$ cat src/rtl/tpsram_fifo_ctrl.sv
// FIFO controller in front of an external two-port SRAM with one-cycle read
// latency. The word at the head of the queue is presented straight from
// ram_rd. It is held there because the RAM keeps its read data stable while
// ram_ren is low.
module tpsram_fifo_ctrl #(
  parameter int DATA_W    = 16,
  parameter int ADDR_W    = 5,
  parameter int DEPTH     = 32,
  parameter int AF_THRESH = 28
) (
  input  logic              CLK,
  input  logic              ARST_N,
  input  logic              flush,
  input  logic              in_valid,
  input  logic [DATA_W-1:0] in_data,
  output logic              in_ready,
  output logic              out_valid,
  output logic [DATA_W-1:0] out_data,
  input  logic              out_ready,
  output logic [ADDR_W:0]   level,
  output logic              almost_full,
  output logic              overflow,
  output logic              ram_wen,
  output logic [ADDR_W-1:0] ram_waddr,
  output logic [DATA_W-1:0] ram_wd,
  output logic              ram_ren,
  output logic [ADDR_W-1:0] ram_raddr,
  input  logic [DATA_W-1:0] ram_rd
);

  localparam logic [ADDR_W:0]   DEPTH_C  = (ADDR_W+1)'(DEPTH);
  localparam logic [ADDR_W:0]   AF_C     = (ADDR_W+1)'(AF_THRESH);
  localparam logic [ADDR_W-1:0] PTR_LAST = ADDR_W'(DEPTH - 1);

  logic [ADDR_W-1:0] wptr, rptr;
  logic [ADDR_W:0]   ram_count;
  logic              out_valid_q, overflow_q;
  logic              push, pop, rd;

  // Handshakes. Ready depends only on the registered count, so a pop in the
  // same cycle does not free a slot until the next cycle. The read issue also
  // uses the registered count. Because of this, a read never targets the slot
  // that is being written in the same cycle. A push is masked while reset is
  // asserted.
  assign in_ready = (ram_count != DEPTH_C) & ~flush;
  assign push     = in_valid & in_ready & ARST_N;
  assign pop      = out_valid_q & out_ready;
  assign rd       = (ram_count != '0) & (~out_valid_q | pop) & ~flush;

  assign ram_wen   = push;
  assign ram_waddr = wptr;
  assign ram_wd    = in_data;
  assign ram_ren   = rd;
  assign ram_raddr = rptr;

  assign out_valid   = out_valid_q;
  assign out_data    = ram_rd;
  assign overflow    = overflow_q;
  assign level       = ram_count + {{ADDR_W{1'b0}}, out_valid_q};
  assign almost_full = (level >= AF_C);

  // Pointers, occupancy, head-valid and the sticky overflow flag.
  // Flush takes priority over every other update.
  always_ff @(posedge CLK or negedge ARST_N) begin
    if (!ARST_N) begin
      wptr        <= '0;
      rptr        <= '0;
      ram_count   <= '0;
      out_valid_q <= 1'b0;
      overflow_q  <= 1'b0;
    end else if (flush) begin
      wptr        <= '0;
      rptr        <= '0;
      ram_count   <= '0;
      out_valid_q <= 1'b0;
      overflow_q  <= 1'b0;
    end else begin
      if (push) wptr <= (wptr == PTR_LAST) ? '0 : wptr + 1'b1;
      if (rd)   rptr <= (rptr == PTR_LAST) ? '0 : rptr + 1'b1;
      case ({push, rd})
        2'b10:   ram_count <= ram_count + 1'b1;
        2'b01:   ram_count <= ram_count - 1'b1;
        default: ram_count <= ram_count;
      endcase
      if (rd)       out_valid_q <= 1'b1;
      else if (pop) out_valid_q <= 1'b0;
      if (in_valid & ~in_ready) overflow_q <= 1'b1;
    end
  end

endmodule

$ cat config.mk
export PLATFORM = sky130hd
export DESIGN_NAME = tpsram_fifo_ctrl
export DESIGN_NICKNAME = d
export VERILOG_FILES = /design/src/rtl/tpsram_fifo_ctrl.sv
export SDC_FILE = /design/constraint.sdc
export NUM_CORES = 1
export LEC_CHECK = 0
export CELL_PAD_IN_SITES_DETAIL_PLACEMENT = 0
export CELL_PAD_IN_SITES_GLOBAL_PLACEMENT = 2
export CORE_UTILIZATION = 20
export DETAILED_ROUTE_END_ITERATION = 16
export GPL_TIMING_DRIVEN = 0
export PLACE_DENSITY_LB_ADDON = 0.15
export SLEW_MARGIN = 20
export SYNTH_ARGS = -nofsm -noshare
export SYNTH_HDL_FRONTEND = slang
export SYNTH_SLANG_ARGS = --single-unit
$ cat constraint.sdc
create_clock -name CLK -period 3.65 [get_ports CLK]
set_input_delay 0.73 -clock CLK [delete_from_list [all_inputs] [get_ports CLK]]
set_output_delay 0.73 -clock CLK [all_outputs]
set_load 0.05 [all_outputs]
Word-level counts from Yosys, hierarchy flattened
Index checks and enable logic that the tools add are counted.
Storage, ports and cells
  register bits: 18
  bits in latches: 0
  bits in writable memories: 0
  bits in read-only memories: 0
  output and inout port bits: 54
  word-level logic and storage cells: 46
  memories: 0
Operators by class
  add/subtract/negate cells: 5
  $mul: 0
  div/mod/pow operators: 0
  order comparisons: 1
  equal/unequal tests: 5
  shift operators: 0
  mux-type cells: 13
  bitwise logic cells: 11
  reductions and logical operators: 6
Operator list (count)
  two-way mux 5 bit: 6
  one-hot mux 6 bit (2 select lines): 1
  adder 5 x 1 -> 5 bit, second input constant: 2
  == test 5 bit, second input constant: 2
  bitwise AND 1 bit: 7
  adder 6 x 1 -> 6 bit: 1
  adder 6 x 1 -> 6 bit, second input constant: 1
  greater-or-equal comparator 6 x 5 -> 1 bit, second input constant: 1
  two-way mux 6 bit: 1
  inequality test 6 bit, second input constant: 1
  nonzero test 2 bit: 3
  nonzero test 3 bit: 2
  nonzero test 6 bit: 1
  subtractor 6 x 1 -> 6 bit, second input constant: 1
  two-way mux 1 bit: 5
  NOT 1 bit: 3
  == test 2 x 1 -> 1 bit, second input constant: 1
  == test 2 bit, second input constant: 1
  OR 1 bit: 1

Longest topological paths before layout
  depth in word-level cells: 7
  mapped depth: 11
  mapped depth without buffers: 10

Worst setup path after synthesis
OpenSTA, ideal clock, no wires.
  path type: input -> register
  start point: input out_ready
  end point: register ram_count[5]
  setup time: 0.125 ns
  data arrival time: 3.467 ns
  data required time: 3.525 ns
  slack: 0.058 ns
  cell stages on the path: 11
  buffers on the path: 1
  cell sequence: nand2b_1 o31ai_4 buf_2 nor2_1 and2_1 ha_1 a211oi_1 o21bai_1 a21oi_1 mux2i_1 mux2_2
Between the ends
  longest elaborated chain between the ends: 7
  elaborated cells on any way between the ends: 9
Ends and longest elaborated chain
  start, declared: RTL line 19  | input logic out_ready,
  bitwise AND 1 bit (*): RTL line 47  | assign pop = out_valid_q & out_ready;
  OR 1 bit (*): RTL line 48  | assign rd = (ram_count != '0) & (~out_valid_q | pop) & ~flush;
  bitwise AND 1 bit (*) (2 in series): RTL line 48
  via ram_ren: RTL line 26  | output logic ram_ren,
  == test 2 x 1 -> 1 bit or == test 2 bit (tied branches): RTL line 80  | case ({push, rd})
  one-hot mux 6 bit (2 select lines): RTL line 80
  two-way mux 6 bit: RTL line 71  | end else if (flush) begin
  end signal, assigned: RTL line 81  | 2'b10: ram_count <= ram_count + 1'b1;
  end signal, assigned: RTL line 82  | 2'b01: ram_count <= ram_count - 1'b1;
  end signal, assigned: RTL line 83  | default: ram_count <= ram_count;
  end, declared: RTL line 36  | logic [ADDR_W:0] ram_count;
The timed path passes the listed nets; every way through them passes the cells marked *.
A chain may end at the register's enable or synchronous reset.

Final worst setup path
  start point: register ram_count[3]
  end point: output ram_wen
Between the ends
  longest elaborated chain between the ends: 4
Ends and longest elaborated chain
  inequality test 6 bit: RTL line 45  | assign in_ready = (ram_count != DEPTH_C) & ~flush;
  bitwise AND 1 bit: RTL line 45
  bitwise AND 1 bit (2 in series): RTL line 46  | assign push = in_valid & in_ready & ARST_N;
  end, declared: RTL line 23  | output logic ram_wen,
No other way between the ends.

==> impl_metrics.prom <==
# TYPE chip_impl_metric gauge
chip_impl_metric{name="cts-root-to-sink-buffers",unit=""} 2
chip_impl_metric{name="synth_largest_type_area_fraction",unit="%"} 31.2
chip_impl_metric{name="first_global_vias",unit=""} 1275
chip_impl_metric{name="synthesis.area_per_instance",unit="sq um"} 9.44
chip_impl_metric{name="cts.clk_slew.worst_paths",unit="ps"} 80
chip_impl_metric{name="synth-seq-area-share",unit="%"} 31.2
chip_impl_info{name="synth_area_leaders",value="sky130_fd_sc_hd__dfrtp_1, sky130_fd_sc_hd__buf_4, sky130_fd_sc_hd__ha_1"} 1
chip_impl_metric{name="min_path_cells",unit=""} 2
chip_impl_metric{name="drt-vias-per-instance",unit=""} 4.14
chip_impl_metric{name="final_layout_size_suffix_gt1_share",unit="%"} 24.0
chip_impl_metric{name="maximum_vdd_drop",unit="uV"} 331
chip_impl_metric{name="final.setup.tns",unit="ps"} 0
chip_impl_metric{name="io_pins",unit=""} 91
chip_impl_metric{name="die_width",unit="um"} 87.0
chip_impl_metric{name="post_synth_num_cell_types",unit=""} 33
chip_impl_metric{name="drt-initial-drc-count",unit=""} 22
chip_impl_metric{name="timing.final.ws_setup",unit="ps"} 168
chip_impl_metric{name="syn_to_final_growth",unit="%"} 54.1
chip_impl_metric{name="cts.sink_count",unit=""} 18
chip_impl_metric{name="globalRoute.totalOverflow",unit=""} 0
chip_impl_metric{name="gp_congestion",unit=""} 0.755
chip_impl_metric{name="initial_utilization",unit="%"} 21.0
chip_impl_metric{name="leakage",unit="nW"} 0.993
chip_impl_info{name="grt_setup_unrepaired",value="false"} 1
chip_impl_info{name="worst-setup-path-type",value="flip-flop to primary output"} 1
chip_impl_metric{name="post_route_clock_skew",unit="ps"} 5.95
chip_impl_metric{name="place_ws",unit="ps"} -729
chip_impl_metric{name="final_nets",unit=""} 266
chip_impl_metric{name="timing.final.crit_share",unit="%"} 95.4
chip_impl_metric{name="cp_data_required_time",unit="ps"} 2920
chip_impl_metric{name="htree_levels",unit=""} 1
chip_impl_metric{name="groute.layer.met3.usage",unit="%"} 2.27
chip_impl_metric{name="synth_compound_gate_area_share",unit="%"} 13.6
chip_impl_metric{name="tightest_slew",unit="ps"} 558
chip_impl_info{name="setup.worst_path.end_class",value="primary output"} 1
chip_impl_metric{name="filler_cell_count",unit=""} 715
chip_impl_metric{name="grt_start_max_net_pins",unit=""} 20
chip_impl_metric{name="drt_first_pass_iters",unit=""} 4
chip_impl_metric{name="cells_on_worst_reg2reg_path",unit=""} 11
chip_impl_info{name="grt_most_used_layer",value="met2"} 1
chip_impl_metric{name="timing.final.hold_violations",unit=""} 0
chip_impl_metric{name="synth_fp_nets",unit=""} 201
chip_impl_metric{name="grt_antenna_before_repair",unit=""} 0
chip_impl_metric{name="synth_xor_area_share",unit="%"} 6.76
chip_impl_metric{name="final-setup-viol-count",unit=""} 0
chip_impl_metric{name="finalWorstPathRequiredPeriod",unit="ps"} 3480
chip_impl_metric{name="grt_use_total",unit="%"} 10.1
chip_impl_metric{name="finalWirelength",unit="um"} 3770
chip_impl_metric{name="die_h",unit="um"} 87.0
chip_impl_metric{name="relSlewSlack",unit="%"} 62.8
chip_impl_metric{name="global_route.usage.met2",unit="%"} 17.8
chip_impl_metric{name="synth_seq_cells",unit=""} 18
chip_impl_metric{name="hpwlAfterDp",unit="um"} 2890
chip_impl_metric{name="drv_cap",unit=""} 0
chip_impl_info{name="clock_tree.root_cell",value="sky130_fd_sc_hd__clkbuf_8"} 1
chip_impl_info{name="status",value="finished, final reports clean"} 1
chip_impl_info{name="synth_top_family_by_area",value="buffers and inverters"} 1
chip_impl_info{name="hold_path_class",value="flip-flop to flip-flop"} 1
chip_impl_metric{name="vias",unit=""} 1295
chip_impl_info{name="synth_top_area_cell",value="sky130_fd_sc_hd__dfrtp_1"} 1
chip_impl_info{name="cts_tree",value="done"} 1
chip_impl_metric{name="post_synthesis_cell_area",unit="sq um"} 1440
chip_impl_metric{name="antenna-diode-count",unit=""} 0
chip_impl_metric{name="design.die.area",unit="sq um"} 7560
chip_impl_metric{name="clk-insertion-delay-late",unit="ps"} 260
chip_impl_metric{name="slew_viol_final",unit=""} 0
chip_impl_metric{name="pwr_density_cell",unit="nW/um^2"} 671
chip_impl_info{name="final_common_cell",value="sky130_fd_sc_hd__clkdlybuf4s50_1"} 1
chip_impl_metric{name="finish.utilization",unit="%"} 32.4
chip_impl_metric{name="crit_path_max_fanout",unit=""} 10
chip_impl_metric{name="buffer_ports.inserted",unit=""} 58
chip_impl_metric{name="rows",unit=""} 30
chip_impl_metric{name="post_synth_inst_count",unit=""} 153
chip_impl_metric{name="route.antenna.remaining_nets",unit=""} 0
chip_impl_metric{name="cp_data_arrival_time",unit="ps"} 2750
chip_impl_metric{name="post_synth_fa_ha_maj_area_fraction",unit="%"} 10.1
chip_impl_metric{name="detail_route.wl_per_cell",unit="um"} 12.0
chip_impl_metric{name="post_route_drc_violation_count",unit=""} 0
chip_impl_info{name="most_frequent_cells_in_the_layout",value="sky130_fd_sc_hd__clkdlybuf4s50_1, sky130_fd_sc_hd__buf_4, sky130_fd_sc_hd__nor2_1"} 1
chip_impl_metric{name="cts_buffers",unit=""} 3
chip_impl_metric{name="core",unit="sq um"} 6870
chip_impl_info{name="start_kind",value="flip-flop"} 1
chip_impl_metric{name="finalHoldWorstSlack",unit="ps"} 521
chip_impl_metric{name="grt.met1_usage",unit="%"} 12.3
chip_impl_metric{name="synthesis.yosys.warnings",unit=""} 0
chip_impl_metric{name="synth.mux.area_fraction",unit="%"} 4.94
chip_impl_metric{name="fmax",unit="MHz"} 287
chip_impl_metric{name="postCtsHoldBufs",unit=""} 0
chip_impl_metric{name="grt_pass1_wl",unit="um"} 5970
chip_impl_metric{name="synth-simple-area-share",unit="%"} 15.1
-- logic make-up after synthesis --
kind of cell / Yosys count
adders and majority gates: 11
xor gates and xnor gates: 9
DFF: 18
and+or+nand+nor: 42
buffers and inverters: 38
muxes: 7
AOI/OAI and AO/OA: 28
-- cells in the mapped netlist (all sizes together) --
master,n
nor3,4
dfrtp,18
nor2b,2
nand2b,1
a31o,1
nand2,1
o21ai,5
and2,1
a211oi,2
nand3,4
o21bai,1
mux2,1
ha,10
a31oi,2
o31ai,1
a21o,2
clkbuf,3
xnor2,7
inv,1
o311ai,1
or4b,2
or4,3
nor3b,2
mux2i,6
nor2,20
buf,34
a21oi,13
fa,1
xor2,2
and3,2
-- what timing repair did --
item,in CTS,in global routing
pin swaps,1,1
gates resized for setup,5,4
setup buffers,1,1
setup endpoints to repair,4,1
-- critical path: stages, from the launching register on --
cell and delay [ps]:
sky130_fd_sc_hd__dfrtp_1 480, sky130_fd_sc_hd__or4_4 630, sky130_fd_sc_hd__o311ai_4 350, sky130_fd_sc_hd__clkbuf_4 270, sky130_fd_sc_hd__nor2_1 60, sky130_fd_sc_hd__clkdlybuf4s50_1 710
-- stage by stage --
stage	instances	total power, mW	area [sq um]
after floorplan	153	1.06	1440
after global placement	307	1.30	2140
after detailed placement	307	1.31	2140
after CTS	312	1.49	2210
after global routing	313	1.60	2220
final	313	1.49	2220
-- flip-flops by register name (all words and copies together), names as in the netlist --
signal,count
ram_raddr,5
out_valid,1
overflow,1
ram_count,6
ram_waddr,5
-- cell type report --
class / count / area (sq um) / share of cell area [%]
flip-flops and latches: 18 / 450 / 20.2
repair buffers: 60 / 597 / 26.8
well taps: 96 / 120 / 5.40
multi-input cells: 97 / 729 / 32.8
inverters: 1 / 3.75 / 0.169
plain buffers: 37 / 269 / 12.1
clock buffers: 4 / 55.1 / 2.47
-- path summary, 6_finish.rpt --
check / start / endpoint / slack [ps]
max in group asynchronous: ARST_N / ram_waddr[0] / 2740
min in group asynchronous: ARST_N / overflow / 540
max: ram_count[3] / ram_wen / 170
min reg2reg: overflow / overflow / 520
max reg2reg: ram_count[3] / ram_count[5] / 190
min: overflow / overflow / 520
-- routing by layer --
layer | wire length [um] | part of all wire, %
met1 | 1660 | 44
met2 | 1850 | 49
met3 | 239 | 6.3
met4 | 19 | 0.50
met5 | 0 | 0
-- power by group --
group	switching, mW	internal, mW
Combinational	0.605	0.405
Sequential	0.0666	0.244
Clock	0.0760	0.0960
No activity file was read; power rests on OpenSTA's default activity.
